===== src/rtl/instr_fetch.sv =====
// Instruction fetch sequencer: issues one instruction-memory read at a time,
// holds the returned word for decode and pulses pc_advance on acceptance.
// Optional build macro FETCH_ALIGN_CHECK_EN adds a sticky misaligned-PC FAULT state;
// without it fetch_fault is tied low and fetch_pc is used unmodified.
module instr_fetch (
    input  logic        sys_clk,
    input  logic        sys_rst,
    input  logic [31:0] fetch_pc,
    output logic        pc_advance,
    input  logic        flush,
    output logic        mem_req,
    output logic [31:0] mem_addr,
    input  logic        mem_ack,
    input  logic [31:0] mem_rdata,
    output logic        inst_valid,
    input  logic        inst_ready,
    output logic [31:0] inst_data,
    output logic [31:0] inst_pc,
    output logic        fetch_fault
);

`ifdef FETCH_ALIGN_CHECK_EN
    typedef enum logic [2:0] {
        StIdle,
        StReq,
        StDrain,
        StHold,
        StFault
    } state_e;
`else
    typedef enum logic [2:0] {
        StIdle,
        StReq,
        StDrain,
        StHold
    } state_e;
`endif

    state_e      state_q, state_d;
    logic [31:0] addr_q, addr_d;
    logic [31:0] inst_data_q, inst_data_d;
    logic [31:0] inst_pc_q, inst_pc_d;
    logic        mem_req_q, mem_req_d;
    logic        inst_valid_q, inst_valid_d;

`ifdef FETCH_ALIGN_CHECK_EN
    logic        pc_misaligned;
    logic        fetch_fault_q, fetch_fault_d;

    assign pc_misaligned = (fetch_pc[1:0] != 2'b00);
`endif

    // Next-state and datapath capture; mem_ack only matters while a request is out.
    always_comb begin
        state_d     = state_q;
        addr_d      = addr_q;
        inst_data_d = inst_data_q;
        inst_pc_d   = inst_pc_q;
        case (state_q)
            StIdle: begin
                // One idle cycle lets the PC block settle before fetch_pc is sampled.
                if (!flush) begin
`ifdef FETCH_ALIGN_CHECK_EN
                    if (pc_misaligned) begin
                        state_d = StFault;
                    end else begin
                        addr_d  = fetch_pc;
                        state_d = StReq;
                    end
`else
                    addr_d  = fetch_pc;
                    state_d = StReq;
`endif
                end
            end
            StReq: begin
                if (mem_ack) begin
                    if (!flush) begin
                        inst_data_d = mem_rdata;
                        inst_pc_d   = addr_q;
                        state_d     = StHold;
                    end else begin
                        state_d = StIdle;
                    end
                end else if (flush) begin
                    // Request cannot be withdrawn; wait out the ack and discard it.
                    state_d = StDrain;
                end
            end
            StDrain: begin
                if (mem_ack) begin
                    state_d = StIdle;
                end
            end
            StHold: begin
                if (flush || inst_ready) begin
                    state_d = StIdle;
                end
            end
`ifdef FETCH_ALIGN_CHECK_EN
            StFault: begin
                state_d = StFault;
            end
`endif
            default: begin
                state_d = StIdle;
            end
        endcase
    end

    // Outputs are registered by decoding the upcoming state.
    always_comb begin
        mem_req_d    = (state_d == StReq) || (state_d == StDrain);
        inst_valid_d = (state_d == StHold);
`ifdef FETCH_ALIGN_CHECK_EN
        fetch_fault_d = (state_d == StFault);
`endif
    end

    // State and registered outputs; synchronous reset drops any outstanding request.
    always_ff @(posedge sys_clk) begin
        if (sys_rst) begin
            state_q      <= StIdle;
            addr_q       <= 32'h0;
            inst_data_q  <= 32'h0;
            inst_pc_q    <= 32'h0;
            mem_req_q    <= 1'b0;
            inst_valid_q <= 1'b0;
`ifdef FETCH_ALIGN_CHECK_EN
            fetch_fault_q <= 1'b0;
`endif
        end else begin
            state_q      <= state_d;
            addr_q       <= addr_d;
            inst_data_q  <= inst_data_d;
            inst_pc_q    <= inst_pc_d;
            mem_req_q    <= mem_req_d;
            inst_valid_q <= inst_valid_d;
`ifdef FETCH_ALIGN_CHECK_EN
            fetch_fault_q <= fetch_fault_d;
`endif
        end
    end

    assign mem_req    = mem_req_q;
    assign mem_addr   = addr_q;
    assign inst_valid = inst_valid_q;
    assign inst_data  = inst_data_q;
    assign inst_pc    = inst_pc_q;

    // Handshake pulse; a flush in HOLD cancels the advance even with ready high.
    assign pc_advance = (state_q == StHold) && inst_ready && !flush && !sys_rst;

`ifdef FETCH_ALIGN_CHECK_EN
    assign fetch_fault = fetch_fault_q;
`else
    assign fetch_fault = 1'b0;
`endif

endmodule


===== config.mk =====
export PLATFORM = sky130hd
export DESIGN_NAME = instr_fetch
export DESIGN_NICKNAME = d
export VERILOG_FILES = /design/src/rtl/instr_fetch.sv
export SDC_FILE = /design/constraint.sdc
export NUM_CORES = 1
export LEC_CHECK = 0
export ABC_AREA = 0
export BUFFER_PORTS_ARGS = -buffer_cell sky130_fd_sc_hd__buf_2
export CORE_AREA = 2 2 101 103
export CTS_CLUSTER_SIZE = 14
export DETAILED_ROUTE_END_ITERATION = 16
export DIE_AREA = 0 0 103 105
export MAX_ROUTING_LAYER = met4
export PLACE_DENSITY = 0.83
export SLEW_MARGIN = 20
export SYNTH_ARGS = -nofsm -noshare
export SYNTH_HDL_FRONTEND = slang
export SYNTH_SLANG_ARGS = --single-unit
export TNS_END_PERCENT = 50

===== constraint.sdc =====
create_clock -name sys_clk -period 3.2 [get_ports sys_clk]
set_clock_uncertainty 0.2 [all_clocks]
set_input_delay 0.16 -clock sys_clk [delete_from_list [all_inputs] [get_ports sys_clk]]
set_output_delay 0.16 -clock sys_clk [all_outputs]
set_load 0.005 [all_outputs]

==> impl_metrics.tcl <==
set metrics [dict create \
    synth_area_sq_mm 0.00425 \
    peakVddDrop_mv 0.202 \
    p_int_mw 1.73 \
    yosysSeqAreaShare 0.475 \
    clkPwrFrac 0.312 \
    grt_pass1_vias 3850 \
    start_util 0.441 \
    nets 731 \
    power.density_mw_per_mm2 384 \
    synth_compound_area_frac 0.0497 \
    fp.dieH_microns 105 \
    design.die.area_sq_mm 0.0108 \
    synthAdderAreaFrac 0 \
    routed_wl_mm 11.1 \
    syn-instance-count 445 \
    gp_congestion 0.769 \
    tightest_slew_ns 0.743 \
    diodes 0 \
    drc_errors 0 \
    finalCritPeriodShare 0.708 \
    routed_via_density 4.71 \
    die_w_microns 103 \
    synth-seq-cells 101 \
    dp.cells 716 \
    drtAntennaViolNets 0 \
    vias 3762 \
    yosys-top-cells-area "dfxtp_1 48%, nand2b_1 19%, mux2i_1 15%" \
    max_cap_violations 0 \
    synth_mux_area_frac 0.151 \
    utilization 0.614 \
    cp-end-kind "flop" \
    cts_root_buffer "clkbuf_8" \
    boundaryPins 169 \
    synth_top_area_frac 0.475 \
    finalMaxSlewViolations 0 \
    clk_pin_slew_ns 0.09 \
    required_ns 3.27 \
    p_switching_uw 538 \
    cts_num_sinks 101 \
    cts_buffers 9 \
    final-setup-viol-count 0 \
    grt_max_degree 99 \
    period_needed_ns 2.27 \
    rr_startpoint "state_q[0]" \
    syn_area_per_cell_sq_um 9.56 \
    grt.total_usage 0.211 \
    run_status "complete, no violations" \
    synth_top_family_by_area "simple AND/OR/NAND/NOR gates" \
    slew_headroom 0.505 \
    power_leakage_nw 2.50 \
    drt_iter0_markers 136 \
    layout_common_cells "166 x buf_2, 132 x nand2b_1, 101 x dfxtp_1, 68 x dlygate4sd3_1, 66 x nand2_1" \
    synthSimpleGateAreaFrac 0.266 \
    tns_ns 0 \
    drive_above_1_share 0.279 \
    cts_tree "yes" \
    fmax_mhz 441 \
    pwr-share-seq 0.573 \
    numPortBuffers 167 \
    rows 36 \
    synth_xor_area_frac 0 \
    insertion_delay_ns 0.36 \
    final_common_cell "buf_2" \
    fp.coreArea_sq_mm 0.00964 \
    syn2layout_area_growth_pct 39.1 \
    swShare 0.237 \
    power_mw 2.27 \
    synth_cell_types 22 \
    yosys_warnings 0 \
    min_path_type "in -> reg" \
    final_cells 799 \
    critPathLaunchType "input port" \
    wire_per_inst_microns 14.0 \
    gr-total-overflow 0 \
    cp_data_arrival_time_ns 2.34 \
    combPwrFrac 0.115 \
    clockBufferDepth 2 \
    worstHoldStart "sys_rst" \
    hold_slack_ns 0.0862 \
    ctsHtreeMaxLevel 3 \
    antenna_found_initial 0 \
    yosysTopAreaCell "dfxtp_1" \
    worstSetupPathType "in -> reg" \
    crit_fanout 43 \
    startpoint "flush" \
    grt_pass1_wl_mm 17.7 \
    rsz0062_at_grt "false" \
    hold_viol 0 \
    hpwlAfterDp_mm 6.60 \
    first_pass_iters 4 \
]
power groups by stage:
stage | clock [mW] | sequential [mW] | combinational, mW
6_report | 0.709 | 1.30 | 0.260
3_3_place_gp | 0 | 1.33 | 0.185
5_1_grt | 0.786 | 1.31 | 0.285
3_5_place_dp | 0 | 1.33 | 0.191
4_1_cts | 0.729 | 1.30 | 0.255
2_1_floorplan | 0 | 1.33 | 0.109
worst max-delay path, stage by stage:
cell	delay (ns)
dlygate4sd3_1	0.53
buf_2	0.17
nand2b_1	0.22
nor4b_4	0.29
buf_4	0.62
mux2i_1	0.30
synthesized netlist by cell type:
cell type  number
a2111oi_0       2
a21o_1          1
a21oi_1        32
a31oi_1         1
buf_12          6
buf_2           6
buf_4           1
buf_6           1
clkbuf_1       20
conb_1          1
dfxtp_1       101
mux2i_1        64
nand2_1        66
nand2b_1      132
nor2_1          3
nor2b_1         1
nor4_1          1
nor4_2          1
nor4b_2         1
o21ai_0         2
o311a_1         1
or4_1           1
final timing paths:
kind / end / slack, ns / cells after the start
max: inst_data[14] / 0.93 / 6
min reg2reg: inst_data[17] / 0.27 / 2
max reg2reg: inst_data[14] / 0.98 / 4
min: mem_addr[2] / 0.09 / 2
layer usage:
| layer | track usage | share of wire | vias to the layer above |
|---|---|---|---|
| li1 | - | - | 1866 |
| met1 | 0.230 | 0.41 | 1718 |
| met2 | 0.362 | 0.50 | 146 |
| met3 | 0.0428 | 0.068 | 32 |
| met4 | 0.0959 | 0.031 | 0 |
| met5 | - | 0 | - |
area by class of cell:
cell class	count	area (sq um)
Clock inverter	2	10.0
Sequential cell	101	2020
Tap cell	133	166
Clock buffer	13	149
Multi-Input combinational cell	311	2010
Fill cell	795	3720
Timing Repair Buffer	239	1560
sequential cells by signal (all words and copies together) (netlist names):
register / flops
mem_addr: 32
mem_req: 1
inst_data: 32
inst_pc: 32
state_q: 3
inst_valid: 1
logic make-up (layout without fill, tap and decap cells):
kind of cell,Yosys count,after routing
other,1,2
AO/OA/AOI/OAI,39,39
flip-flops,101,101
multiplexers,64,64
buffers and inverters,34,254
AND/OR/NAND/NOR,206,206
metrics by stage:
stage	area (sq um)	worst slack [ns]
3_3_place_gp	5080	1.13
6_report	5920	0.935
2_1_floorplan	4260	1.59
3_5_place_dp	5080	1.02
4_1_cts	5920	0.968
5_1_grt	5920	0.804
repair_timing:
| item | 4_1_cts | 5_1_grt |
|---|---|---|
| hold buffers | 68 | 0 |
| setup buffers | 0 | 0 |
| hold endpoints to repair | 68 | 0 |
| resized for setup | 0 | 0 |
Note: power is estimated with default switching activity, not from simulation.
